$ cat config.mk
export PLATFORM = sky130hd
export DESIGN_NAME = rx_frame_loader_flat
export DESIGN_NICKNAME = d
export VERILOG_FILES = /design/src/rtl/rx_frame_loader_if.sv /design/src/rtl/rx_frame_loader.sv /design/src/flat_wrapper.sv
export SDC_FILE = /design/constraint.sdc
export NUM_CORES = 1
export LEC_CHECK = 0
export BUFFER_PORTS_ARGS = -buffer_cell sky130_fd_sc_hd__buf_2
export CORE_MARGIN = 2
export CORE_UTILIZATION = 48
export CTS_CLUSTER_DIAMETER = 50
export CTS_CLUSTER_SIZE = 12
export DETAILED_ROUTE_END_ITERATION = 16
export GPL_ROUTABILITY_DRIVEN = 0
export PLACE_DENSITY = 0.67
export REMOVE_ABC_BUFFERS = 1
export SLEW_MARGIN = 10
export SYNTH_ARGS = -nofsm -noshare
export SYNTH_HDL_FRONTEND = slang
export SYNTH_SLANG_ARGS = --single-unit
$ cat constraint.sdc
create_clock -name clk -period 2.9 [get_ports clk]
set_input_delay 0.435 -clock clk [delete_from_list [all_inputs] [get_ports clk]]
set_output_delay 0.435 -clock clk [all_outputs]
set_load 0.005 [all_outputs]
$ cat src/rtl/rx_frame_loader_if.sv
// rtl/rx_frame_loader_if.sv - UART byte stream in, image RAM write port and frame status out
interface rx_frame_loader_if #(
  parameter int ADDR_W = 10
);
  logic              rx_vld;
  logic [7:0]        rx_data;
  logic              wr_en;
  logic [ADDR_W-1:0] wr_addr;
  logic [7:0]        wr_data;
  logic              busy;
  logic              frame_done;
  logic              frame_err;

  modport master (
    output rx_vld, rx_data,
    input  wr_en, wr_addr, wr_data, busy, frame_done, frame_err
  );

  modport slave (
    input  rx_vld, rx_data,
    output wr_en, wr_addr, wr_data, busy, frame_done, frame_err
  );
endinterface

$ cat src/rtl/rx_frame_loader.sv
// rtl/rx_frame_loader.sv - parses header/pixels/checksum frames from the UART and loads the image RAM
module rx_frame_loader #(
  parameter int          IMG_W       = 28,
  parameter int          IMG_H       = 28,
  parameter int          ADDR_W      = 10,
  parameter logic [7:0]  HDR_BYTE    = 8'hA5,
  parameter logic [19:0] TIMEOUT_CNT = 20'd200000
) (
  input logic               clk,
  input logic               rst,
  rx_frame_loader_if.slave  bus
);
  localparam int NPIX = IMG_W * IMG_H;
  localparam logic [ADDR_W-1:0] LAST_PIX = ADDR_W'(NPIX - 1);

  typedef enum logic [1:0] {
    S_IDLE,
    S_DATA,
    S_CSUM
  } state_t;

  state_t            state;
  logic [ADDR_W-1:0] pix_cnt;
  logic [7:0]        csum;
  logic [19:0]       tmo;

  always_ff @(posedge clk) begin
    if (rst) begin
      state          <= S_IDLE;
      pix_cnt        <= '0;
      csum           <= '0;
      tmo            <= '0;
      bus.wr_en      <= 1'b0;
      bus.wr_addr    <= '0;
      bus.wr_data    <= '0;
      bus.busy       <= 1'b0;
      bus.frame_done <= 1'b0;
      bus.frame_err  <= 1'b0;
    end else begin
      bus.wr_en      <= 1'b0;
      bus.frame_done <= 1'b0;
      bus.frame_err  <= 1'b0;
      case (state)
        S_IDLE: begin
          if (bus.rx_vld && bus.rx_data == HDR_BYTE) begin
            state    <= S_DATA;
            pix_cnt  <= '0;
            csum     <= '0;
            tmo      <= '0;
            bus.busy <= 1'b1;
          end
        end
        S_DATA, S_CSUM: begin
          if (bus.rx_vld) begin
            // A byte arriving on the expiry cycle wins over the timeout.
            tmo <= '0;
            if (state == S_DATA) begin
              bus.wr_en   <= 1'b1;
              bus.wr_addr <= pix_cnt;
              bus.wr_data <= bus.rx_data;
              csum        <= csum + bus.rx_data;
              if (pix_cnt == LAST_PIX) begin
                state <= S_CSUM;
              end else begin
                pix_cnt <= pix_cnt + ADDR_W'(1);
              end
            end else begin
              bus.frame_done <= (bus.rx_data == csum);
              bus.frame_err  <= (bus.rx_data != csum);
              state          <= S_IDLE;
              bus.busy       <= 1'b0;
            end
          end else if (tmo == TIMEOUT_CNT - 20'd1) begin
            bus.frame_err <= 1'b1;
            state         <= S_IDLE;
            bus.busy      <= 1'b0;
          end else begin
            tmo <= tmo + 20'd1;
          end
        end
        default: begin
          state    <= S_IDLE;
          bus.busy <= 1'b0;
        end
      endcase
    end
  end
endmodule

$ cat src/flat_wrapper.sv
// flat-port wrapper written by rule: the top's interface ports become plain ports
module rx_frame_loader_flat 
#(
  parameter int          IMG_W       = 28,
  parameter int          IMG_H       = 28,
  parameter int          ADDR_W      = 10,
  parameter logic [7:0]  HDR_BYTE    = 8'hA5,
  parameter logic [19:0] TIMEOUT_CNT = 20'd200000
)
  (clk, rst, bus_rx_vld, bus_rx_data, bus_wr_en, bus_wr_addr, bus_wr_data, bus_busy, bus_frame_done, bus_frame_err);
  rx_frame_loader_if #(.ADDR_W(ADDR_W)) bus_i ();
  input logic clk;
  input logic rst;
  input wire logic [$bits(bus_i.rx_vld)-1:0] bus_rx_vld;
  input wire logic [$bits(bus_i.rx_data)-1:0] bus_rx_data;
  output wire logic [$bits(bus_i.wr_en)-1:0] bus_wr_en;
  output wire logic [$bits(bus_i.wr_addr)-1:0] bus_wr_addr;
  output wire logic [$bits(bus_i.wr_data)-1:0] bus_wr_data;
  output wire logic [$bits(bus_i.busy)-1:0] bus_busy;
  output wire logic [$bits(bus_i.frame_done)-1:0] bus_frame_done;
  output wire logic [$bits(bus_i.frame_err)-1:0] bus_frame_err;
  assign bus_i.rx_vld = bus_rx_vld;
  assign bus_i.rx_data = bus_rx_data;
  assign bus_wr_en = bus_i.wr_en;
  assign bus_wr_addr = bus_i.wr_addr;
  assign bus_wr_data = bus_i.wr_data;
  assign bus_busy = bus_i.busy;
  assign bus_frame_done = bus_i.frame_done;
  assign bus_frame_err = bus_i.frame_err;
  rx_frame_loader #(.IMG_W(IMG_W), .IMG_H(IMG_H), .ADDR_W(ADDR_W), .HDR_BYTE(HDR_BYTE), .TIMEOUT_CNT(TIMEOUT_CNT)) u_core (.clk(clk), .rst(rst), .bus(bus_i));
endmodule
# [Word level (Yosys, flattened, before mapping)]
# Cells that the tools add are included.
# Widths: inputs -> output; s select.
[op_classes] add_sub_neg=3 n_eq_ne=15 n_bitwise=2 mux=28 n_reduce_logical=13
[ops] op="$mux 20" n=3
[ops] op="$mux 10" n=4
[ops] op="$pmux 20 s2" n=1
[ops] op="$mux 8" n=3
[ops] op="$add 20x1->20 const B" n=1
[ops] op="$eq 20x18->1 const B" n=1
[ops] op="$pmux 10 s2" n=1
[ops] op="$pmux 8 s2" n=1
[ops] op="$reduce_and 3->1" n=4
[ops] op="$add 10x1->10 const B" n=1
[ops] op="$eq 10x10->1 const B" n=1
[ops] op="$mux 2" n=5
[ops] op="$add 8x8->8" n=1
[ops] op="$eq 8x8->1" n=1
[ops] op="$eq 8x8->1 const B" n=1
[ops] op="$mux 1" n=8
[ops] op="$ne 8x8->1" n=1
[ops] op="$ne 3x3->1 const B" n=2
[ops] op="$reduce_and 5->1" n=1
[ops] op="$ne 2x1->1 const B" n=2
[ops] op="$ne 2x2->1 const B" n=2
[ops] op="$ne 4x4->1 const B" n=1
[ops] op="$pmux 2 s2" n=1
[ops] op="$reduce_and 4->1" n=1
[ops] op="other kinds (11)" n=13
[word_totals] ff_bits=62 output_inout_bits=22 in_bits=11

# [Logic depth before layout (Yosys ltp)]
# Gate-level depths: netlist (run 1).
[depth] ltp_word=5 ltp_mapped=9 mapped_depth_nobuf=8

# [Least setup slack after synthesis (run 1)]
# OpenSTA, ideal clock, no wires.
[synth_path] path_type="reg2reg" start="register u_core.state[0]" end="register u_core.pix_cnt[5]" slack_ns=0.717 t_arrival_ns=2.113 required_ns=2.830 path_stages_with_launch=8 period_less_slack_ns=2.183 path_cell_list="dfxtp_1 inv_1 ha_1 clkinv_1 nor3_1 nand4_4 or4_1 a21oi_1"
[synth_between] elab_chain_cells=4 elab_cells_between_ends=11
[synth_lines] element="start: declaration" line_no="rx_frame_loader.sv:22" text="state_t state;"
[synth_lines] element="start signal: assignment" line_no="rx_frame_loader.sv:29" text="state <= S_IDLE;"
[synth_lines] element="start signal: assignment" line_no="rx_frame_loader.sv:46" text="state <= S_DATA;"
[synth_lines] element="start signal: assignment" line_no="rx_frame_loader.sv:63" text="state <= S_CSUM;"
[synth_lines] element="$eq 2x2->1 or $eq 2x1->1 (tied branches)" line_no="rx_frame_loader.sv:43, rx_frame_loader.sv:57"
[synth_lines] element="$reduce_or 2->1" line_no="rx_frame_loader.sv:43" text="case (state)"
[synth_lines] element="$ne 2x1->1 (no source line) (tied with other cells)"
[synth_lines] element="$reduce_and 5->1 (no source line)"
[synth_lines] element="end signal: assignment" line_no="rx_frame_loader.sv:65" text="pix_cnt <= pix_cnt + ADDR_W'(1);"
[synth_lines] element="end: declaration" line_no="rx_frame_loader.sv:23" text="logic [ADDR_W-1:0] pix_cnt;"
# Parallel ways exist; a longest one is shown, timed or not.
# A chain may end at the register's enable or synchronous reset.

# [Final worst setup path (run 1)]
# Ends and elaborated chain as after synthesis.

==> results of run 1 <==
## power by group
group / switching, W / total [W] / internal, W
Combinational: 0.000432 / 0.000662 / 0.000230
Sequential: 0.0000233 / 0.000903 / 0.000879
Clock: 0.000362 / 0.00102 / 0.000662
Total: 0.000817 / 0.00259 / 0.00177
## worst min-delay path, cell delays in order
cell	delay, ns
buf_2	0.12
nand2_1	0.05
a21oi_1	0.05
## stage by stage
stage	cell area, sq um	cells	setup WS [ns]	total power, W
floorplan	3210	395	0.622	0.00138
global placement	3530	515	0.556	0.00157
detailed placement	3530	515	0.423	0.00157
CTS	3800	531	0.407	0.00260
global route	3800	531	0.212	0.00271
finish	3800	531	0.389	0.00259
## metal layers
| layer | routed length, um | GRT usage (%) | up-vias |
|---|---|---|---|
| met1 | 3790 | 30.3 | 1463 |
| met3 | 352 | 4.00 | 10 |
| met4 | 116 | 7.95 | 0 |
| met2 | 3600 | 32.7 | 69 |
| met5 | 0 | 0 | - |
| li1 | - | - | 1584 |
## path summary, 6_finish.rpt
path                                              end  slack [ns]  cells after the start
worst min register to register  u_core.bus.wr_addr[0]        0.45                      2
worst max register to register      u_core.pix_cnt[5]        0.39                      7
worst min-delay path            u_core.bus.wr_data[2]        0.36                      3
worst max-delay path                u_core.pix_cnt[5]        0.39                      7
## cells by family (layout without fill, tap and decap cells)
family | after synthesis | count (layout) | synth area share, %
DFF | 62 | 62 | 37.8
xor gates and xnor gates | 1 | 1 | 0.267
AOI/OAI and AO/OA | 118 | 118 | 23.8
and+or+nand+nor | 186 | 186 | 28.7
muxes | 1 | 1 | 0.305
adders and majority gates | 14 | 14 | 5.57
buffers and inverters | 29 | 69 | 3.58
## cell type report
| class | count | share of cell area, % |
|---|---|---|
| multi-input combinational | 320 | 50.6 |
| sequential | 62 | 32.6 |
| timing repair buffer | 40 | 5.79 |
| clock inverter | 7 | 3.85 |
| clock buffer | 9 | 3.26 |
| tap | 80 | 2.63 |
| inverter | 13 | 1.28 |
## Yosys cell counts, drive strengths merged (3+ instances only)
master,instances,area [sq um]
a32oi,3,26.3
nand2,63,236
nor4,4,25.0
or4,3,22.5
inv,11,41.3
ha,13,163
a221o,4,40.0
and3,9,56.3
nand4,9,71.3
nand3,19,95.1
clkbuf,13,48.8
a31oi,10,62.6
a41oi,5,43.8
or3,7,43.8
nor3,11,55.1
buf,3,20.0
dfxtp,62,1240
or2,5,31.3
or3b,3,26.3
o21a,4,30.0
nor2b,4,25.0
nand2b,8,52.6
and2,5,31.3
a21oi,47,235
o21ai,22,110
nand3b,3,22.5
nor2,28,105
## state kept, by name, indices dropped and copies added, names as in the netlist
name / flops
u_core.bus.busy: 1
u_core.bus.frame_done: 1
u_core.bus.frame_err: 1
u_core.bus.wr_addr: 10
u_core.bus.wr_data: 8
u_core.bus.wr_en: 1
u_core.csum: 8
u_core.pix_cnt: 10
u_core.state: 2
u_core.tmo: 20
==> reports/metrics.csv, run 1 <==
metric,value,unit
status,"finished, final reports clean",
syn_avg_cell_area,7.99,sq um
cp_top_family,simple AND/OR/NAND/NOR gates,
clockBufferDepth,2,
ant_nets,0,
synth_seq_cells,62,
areaGrowthSynthToFinish,15.9,%
cts_buffers,9,
p_per_area,681,nW/um^2
vias,3126,
ys_types,58,
cts_tree,yes,
fmax,398,MHz
p_leak,1.43,nW
initial_core_util,48.8,%
final_core_util,56.6,%
io-pin-count,33,
crit_path_top_delay_cell,or4_1,
maxCapViolCount,0,
crit_fanout,9,
synth.cell_area,3280,sq um
grt.total_usage,21.5,%
tns,0,ns
nNetsFinal,471,
synth_cells,411,
num_rows,30,
tightestPinTransition,0.543,ns
die_x,86.7,um
detail_route.wl_per_cell,14.8,um
routed_wl,7.86,mm
grt_pass1_vias,2718,
layout_common_cells,"nand2_1, dfxtp_1, a21oi_1",
path_class,reg2reg,
peakVddDrop,0.485,mV
fin_skew,0.00696,ns
final_common_cell,nand2_1,
path_buf_inv,2,
drv_slew,0,
cp_data_arrival_time,2.78,ns
cts_root_buffer,clkbuf_8,
cts_htree_levels,3,
fp.dieArea,7510,sq um
grt_overflow,0,
grt_pass1_wl,12.9,mm
timing.final.crit_share,86.6,%
r2r_start,u_core.state[0],
fillerInstances,627,
setup_viol,0,
cp.required,3.17,ns
cts.sinks,62,
grt_max_degree,43,
startpoint,u_core.state[0],
viasPerCell,5.89,
antennaDiodeCount,0,
crit_chain,"inv_1, ha_1, clkinv_1, nor3_1, nand4_4, or4_1, a21oi_1",
multi_input_area,1920,sq um
critPathCaptureType,flop,
ys_seq_area_share,37.8,%
cpPeakStageDelay,0.54,ns
cts_resized,0,
synthArstFlopShare,0,%
antenna_found_initial,0,
path_clk_slew,0.07,ns
synth_edf_count,0,
insertion_delay,0.34,ns
period_needed,2.51,ns
cts_setup_buffers,0,
core_area,6720,sq um
start_kind,flop,
relSlewSlack,63.4,%
hpwlAfterDp,5.53,mm
yosysWarnings,0,
drc,0,
regArea,1240,sq um
grt_setup_unrepaired,no,
drive_above_1_share,14.0,%
min_from,bus_rx_data[2],
ys.flop_type,dfxtp_1,
die_height,86.7,um
first_pass_iters,5,
hold_buffers,0,
hold_viol,0,
first_iter_violations,199,
hp-class,in2reg,
whs,0.357,ns
numPortBuffers,32,
Power figures use the tool's default switching activity.
==> inputs of run 2 (changes only) <==
==> constraint.sdc (replaced) <==
create_clock -name clk -period 3.18 [get_ports clk]
set_input_delay 0.477 -clock clk [delete_from_list [all_inputs] [get_ports clk]]
set_output_delay 0.477 -clock clk [all_outputs]
set_load 0.005 [all_outputs]
==> reports/metrics.csv, run 2 (synthesis results as in run 1) <==
metric,value,unit
clockBufferDepth,2,
r2r_start,u_core.state[0],
viasPerCell,5.92,
final_common_cell,nand2_1,
detail_route.wl_per_cell,14.9,um
vias,3131,
routed_wl,7.87,mm
fmax,388,MHz
grt_pass1_vias,2777,
cts_resized,0,
p_per_area,604,nW/um^2
drc,0,
grt_pass1_wl,13.2,mm
fillerInstances,646,
hp-class,in2reg,
reg2reg_slack,0.60,ns
fp.dieArea,7510,sq um
die_x,86.7,um
grt_util_met1,29.7,%
relSlewSlack,54.8,%
dp_cells,513,
tns,0,ns
ant_nets,0,
startpoint,u_core.state[0],
hold_buffers,0,
numPortBuffers,32,
insertion_delay,0.35,ns
cts.sinks,62,
whs,0.400,ns
hpwlAfterDp,5.59,mm
top_usage_layer,met2,
setup_viol,0,
cts_htree_levels,3,
core_area,6720,sq um
r2r-end,u_core.pix_cnt[8],
maxCapViolCount,0,
cp_data_arrival_time,2.85,ns
cts_buffers,9,
die_height,86.7,um
fin_skew,0.00709,ns
antennaDiodeCount,0,
peakVddDrop,0.346,mV
first_pass_iters,5,
critPathCaptureType,flop,
place_area,3520,sq um
pre_cts_ws,0.529,ns
reg2regPathDepth,7,
timing.final.crit_share,81.1,%
crit_fanout,9,
path_clk_slew,0.07,ns
largestRegisters,"u_core.tmo: 20 flops, u_core.bus.wr_addr: 10 flops, u_core.pix_cnt: 10 flops",
path_class,reg2reg,
antenna_found_initial,0,
initial_core_util,48.8,%
cp.required,3.45,ns
top_register,u_core.tmo,
setup_ws,0.600,ns
hold_viol,0,
status,"finished, final reports clean",
crit_end,u_core.pix_cnt[8],
grt_use_met3,5.05,%
grt_max_degree,24,
p_leak,1.41,nW
num_rows,30,
grt_setup_unrepaired,no,
areaGrowthSynthToFinish,14.8,%
period_needed,2.58,ns
drv_slew,0,
first_iter_violations,216,
use_met2,34.7,%
largest_reg_flops,20,
io-pin-count,33,
nNetsFinal,469,
grt_overflow,0,
cts_tree,yes,
cts_setup_buffers,0,
layout_common_cells,"nand2_1, dfxtp_1, a21oi_1",
cts_root_buffer,clkbuf_8,
tightestPinTransition,0.675,ns
instances_no_fill,529,
drive_above_1_share,13.4,%
grt.total_usage,22.1,%
stdcell_area,3770,sq um
start_kind,flop,
==> run 2: layout make-up <==
class	count	area [sq um]	area share (%)
clock inverters	5	106	2.82
repair buffers	38	205	5.45
well taps	80	100	2.66
clock buffers	11	141	3.75
multi-input cells	320	1920	51.1
inverters	13	48.8	1.30
flip-flops and latches	62	1240	33.0
==> run 2: power breakdown <==
group | internal (W) | switching [W]
sequential | 0.000802 | 0.0000193
clock | 0.000544 | 0.000318
combinational | 0.000200 | 0.000393
total | 0.00155 | 0.000730
==> run 2: through the flow <==
step	power, W	util, %
floorplan	0.00125	-
global placement	0.00141	52.4
detailed placement	0.00143	52.4
CTS	0.00229	56.1
global route	0.00241	56.1
finish	0.00228	56.1
==> run 2: how the worst min path moves through the flow <==
stage	to	slack (ns)	cells past startpoint	start
floorplan	u_core.csum[4]	0.43	2	u_core.csum[4]
global placement	u_core.bus.wr_data[2]	0.44	2	u_core.bus.wr_data[2]
detailed placement	u_core.bus.wr_data[5]	0.44	2	u_core.bus.wr_data[5]
CTS	u_core.bus.wr_data[0]	0.39	3	bus_rx_data[0]
global route	u_core.bus.wr_data[2]	0.40	3	bus_rx_data[2]
finish	u_core.bus.wr_data[2]	0.40	3	bus_rx_data[2]
==> run 2: worst max-delay path, stage by stage, from the launching register on <==
cell      delay (ns)
dfxtp_1         0.38
inv_1           0.08
ha_1            0.44
clkinv_1        0.32
nor3_1          0.40
nand4_4         0.19
or4_1           0.55
a21oi_1         0.14
==> run 2: layer usage <==
metal / vias up / routed length [um]
met5: - / 0
met4: 0 / 97
met3: 12 / 345
met2: 67 / 3720
met1: 1472 / 3710
li1: 1580 / -
==> inputs of run 3 (changes only) <==
--- a/config.mk
+++ b/config.mk
@@ -5,6 +5,7 @@
 export SDC_FILE = /design/constraint.sdc
 export NUM_CORES = 1
 export LEC_CHECK = 0
+export ABC_AREA = 1
 export BUFFER_PORTS_ARGS = -buffer_cell sky130_fd_sc_hd__buf_2
 export CORE_MARGIN = 2
 export CORE_UTILIZATION = 48
==> constraint.sdc (replaced) <==
create_clock -name clk -period 2.4 [get_ports clk]
set_input_delay 0.36 -clock clk [delete_from_list [all_inputs] [get_ports clk]]
set_output_delay 0.36 -clock clk [all_outputs]
set_load 0.005 [all_outputs]
==> reports/metrics.csv, run 3 <==
metric,value,unit
cts_buffers,9,
setup_viol,0,
cp.required,2.69,ns
synth.cell_area,3600,sq um
ant_nets,0,
fmax,483,MHz
final_common_cell,nand2_1,
die_height,90.6,um
setup_ws,0.328,ns
viasPerCell,5.05,
maxCapViolCount,0,
pre_cts_ws,0.369,ns
hp-class,in2reg,
tns,0,ns
cts_htree_levels,3,
first_pass_iters,5,
synthArstFlopShare,0,%
clockBufferDepth,2,
antenna_found_initial,0,
grt_pass1_vias,3376,
p_leak,1.65,nW
cts_setup_buffers,0,
antennaDiodeCount,0,
cts_root_buffer,clkbuf_8,
hpwlAfterDp,6.61,mm
yosysMostFrequentCell,nand2_1,
core_area,7250,sq um
synth_cells,559,
synth_area_leaders,"dfxtp_1, nand2_1, a21oi_1",
grt_max_degree,20,
first_iter_violations,183,
crit_path_top_delay_cell,dfxtp_1,
start_kind,flop,
initial_core_util,49.7,%
largest_reg_flops,20,
place_area,3860,sq um
hold_buffers,0,
ys_types,33,
vias,3517,
synth_edf_count,0,
io-pin-count,33,
insertion_delay,0.34,ns
yosysWarnings,0,
fin_skew,0.00957,ns
synth_commonest_cells,"nand2_1, dfxtp_1, nor2_1",
instances_no_fill,696,
grt_pass1_wl,15.1,mm
die_x,90.6,um
synth_seq_cells,62,
peakVddDrop,0.415,mV
cp_data_arrival_time,2.36,ns
cts_tree,yes,
relSlewSlack,61.5,%
detail_route.wl_per_cell,12.8,um
path_clk_slew,0.07,ns
cts.sinks,62,
drv_slew,0,
path_class,reg2reg,
grt.total_usage,22.4,%
hold_viol,0,
areaGrowthSynthToFinish,11.7,%
syn_avg_cell_area,6.45,sq um
layout_common_cells,"nand2_1, dfxtp_1, nor2_1",
ys_seq_area_share,34.4,%
p_per_area,694,nW/um^2
cts_resized,0,
num_rows,31,
period_needed,2.07,ns
fp.dieArea,8220,sq um
cp_common_cell,nand2_1,
grt_setup_unrepaired,no,
fillerInstances,760,
crit_fanout,12,
tightestPinTransition,0.578,ns
stdcell_area,4030,sq um
status,"finished, final reports clean",
grt_overflow,0,
cpPeakStageDelay,0.39,ns
yosys.area.top_type,dfxtp_1,
ys.flop_type,dfxtp_1,
dp_cells,681,
timing.final.crit_share,86.3,%
crit_chain,"inv_1, ha_1, inv_1, nor2_1, nand3_4, nand2_2, nand2_1, inv_2, nand2_1, nand2_1",
synth_top_area_share,34.4,%
drive_above_1_share,12.4,%
numPortBuffers,32,
drc,0,
nNetsFinal,618,
routed_wl,8.88,mm
top_register,u_core.tmo,
critPathCaptureType,flop,
largestRegisters,"u_core.tmo: 20 flops, u_core.bus.wr_addr: 10 flops, u_core.pix_cnt: 10 flops",
## run 3: kinds of logic (layout without fill, tap and decap cells)
kind of cell             Yosys count  count (layout)  synth area share (%)
flip-flops                        62              62                  34.4
AND/OR/NAND/NOR                  327             327                  39.5
AO/OA/AOI/OAI                     78              78                  11.9
adder cells (fa/ha/maj)           14              14                  5.07
buffers and inverters             73             111                  7.88
XOR/XNOR                           5               5                  1.22
## run 3: final timing paths
path                                         endpoint  slack (ns)  cells past startpoint             startpoint
worst min-delay path            u_core.bus.wr_data[3]        0.29                      3         bus_rx_data[3]
worst min register to register  u_core.bus.wr_data[5]        0.47                      2  u_core.bus.wr_data[5]
worst max-delay path                   u_core.tmo[19]        0.33                     10        u_core.state[0]
worst max register to register         u_core.tmo[19]        0.33                     10        u_core.state[0]
## run 3: through the flow
| stage | total power [W] | hold WS (ns) | util [%] |
|---|---|---|---|
| floorplan | 0.00175 | 0.422 | - |
| global placement | 0.00201 | 0.451 | 53.3 |
| detailed placement | 0.00203 | 0.455 | 53.3 |
| CTS | 0.00282 | 0.279 | 55.5 |
| global route | 0.00296 | 0.299 | 55.5 |
| finish | 0.00280 | 0.293 | 55.5 |
## run 3: cell type report
type                    count  area, sq um  share of cell area [%]
well taps                  99          124                    3.08
inverters                  59          221                    5.50
multi-input cells         424         2080                    51.6
clock inverters             6         40.0                   0.994
repair buffers             37          198                    4.91
flip-flops and latches     62         1240                    30.8
clock buffers               9          124                    3.08
## run 3: worst max-delay path, delay by kind of cell, from the launching register on
kind                     cells  cell delay (ns)
AND/OR/NAND/NOR              6             1.03
flip-flops                   1             0.39
buffers and inverters        3             0.28
adder cells (fa/ha/maj)      1             0.33
## run 3: power by group
part / leakage, nW / internal (W) / total, W / switching (W)
registers: 0.500 / 0.00107 / 0.00111 / 0.0000348
clock network: 0.0731 / 0.000364 / 0.000782 / 0.000418
logic: 1.08 / 0.000254 / 0.000908 / 0.000654
## run 3: layer usage
metal / global-route usage [%] / up-vias / share of wire [%]
met3: 5.59 / 9 / 4.0
met5: 0 / - / 0
met4: 5.38 / 0 / 0.96
met1: 26.5 / 1588 / 46
met2: 40.4 / 63 / 49
li1: - / 1857 / -
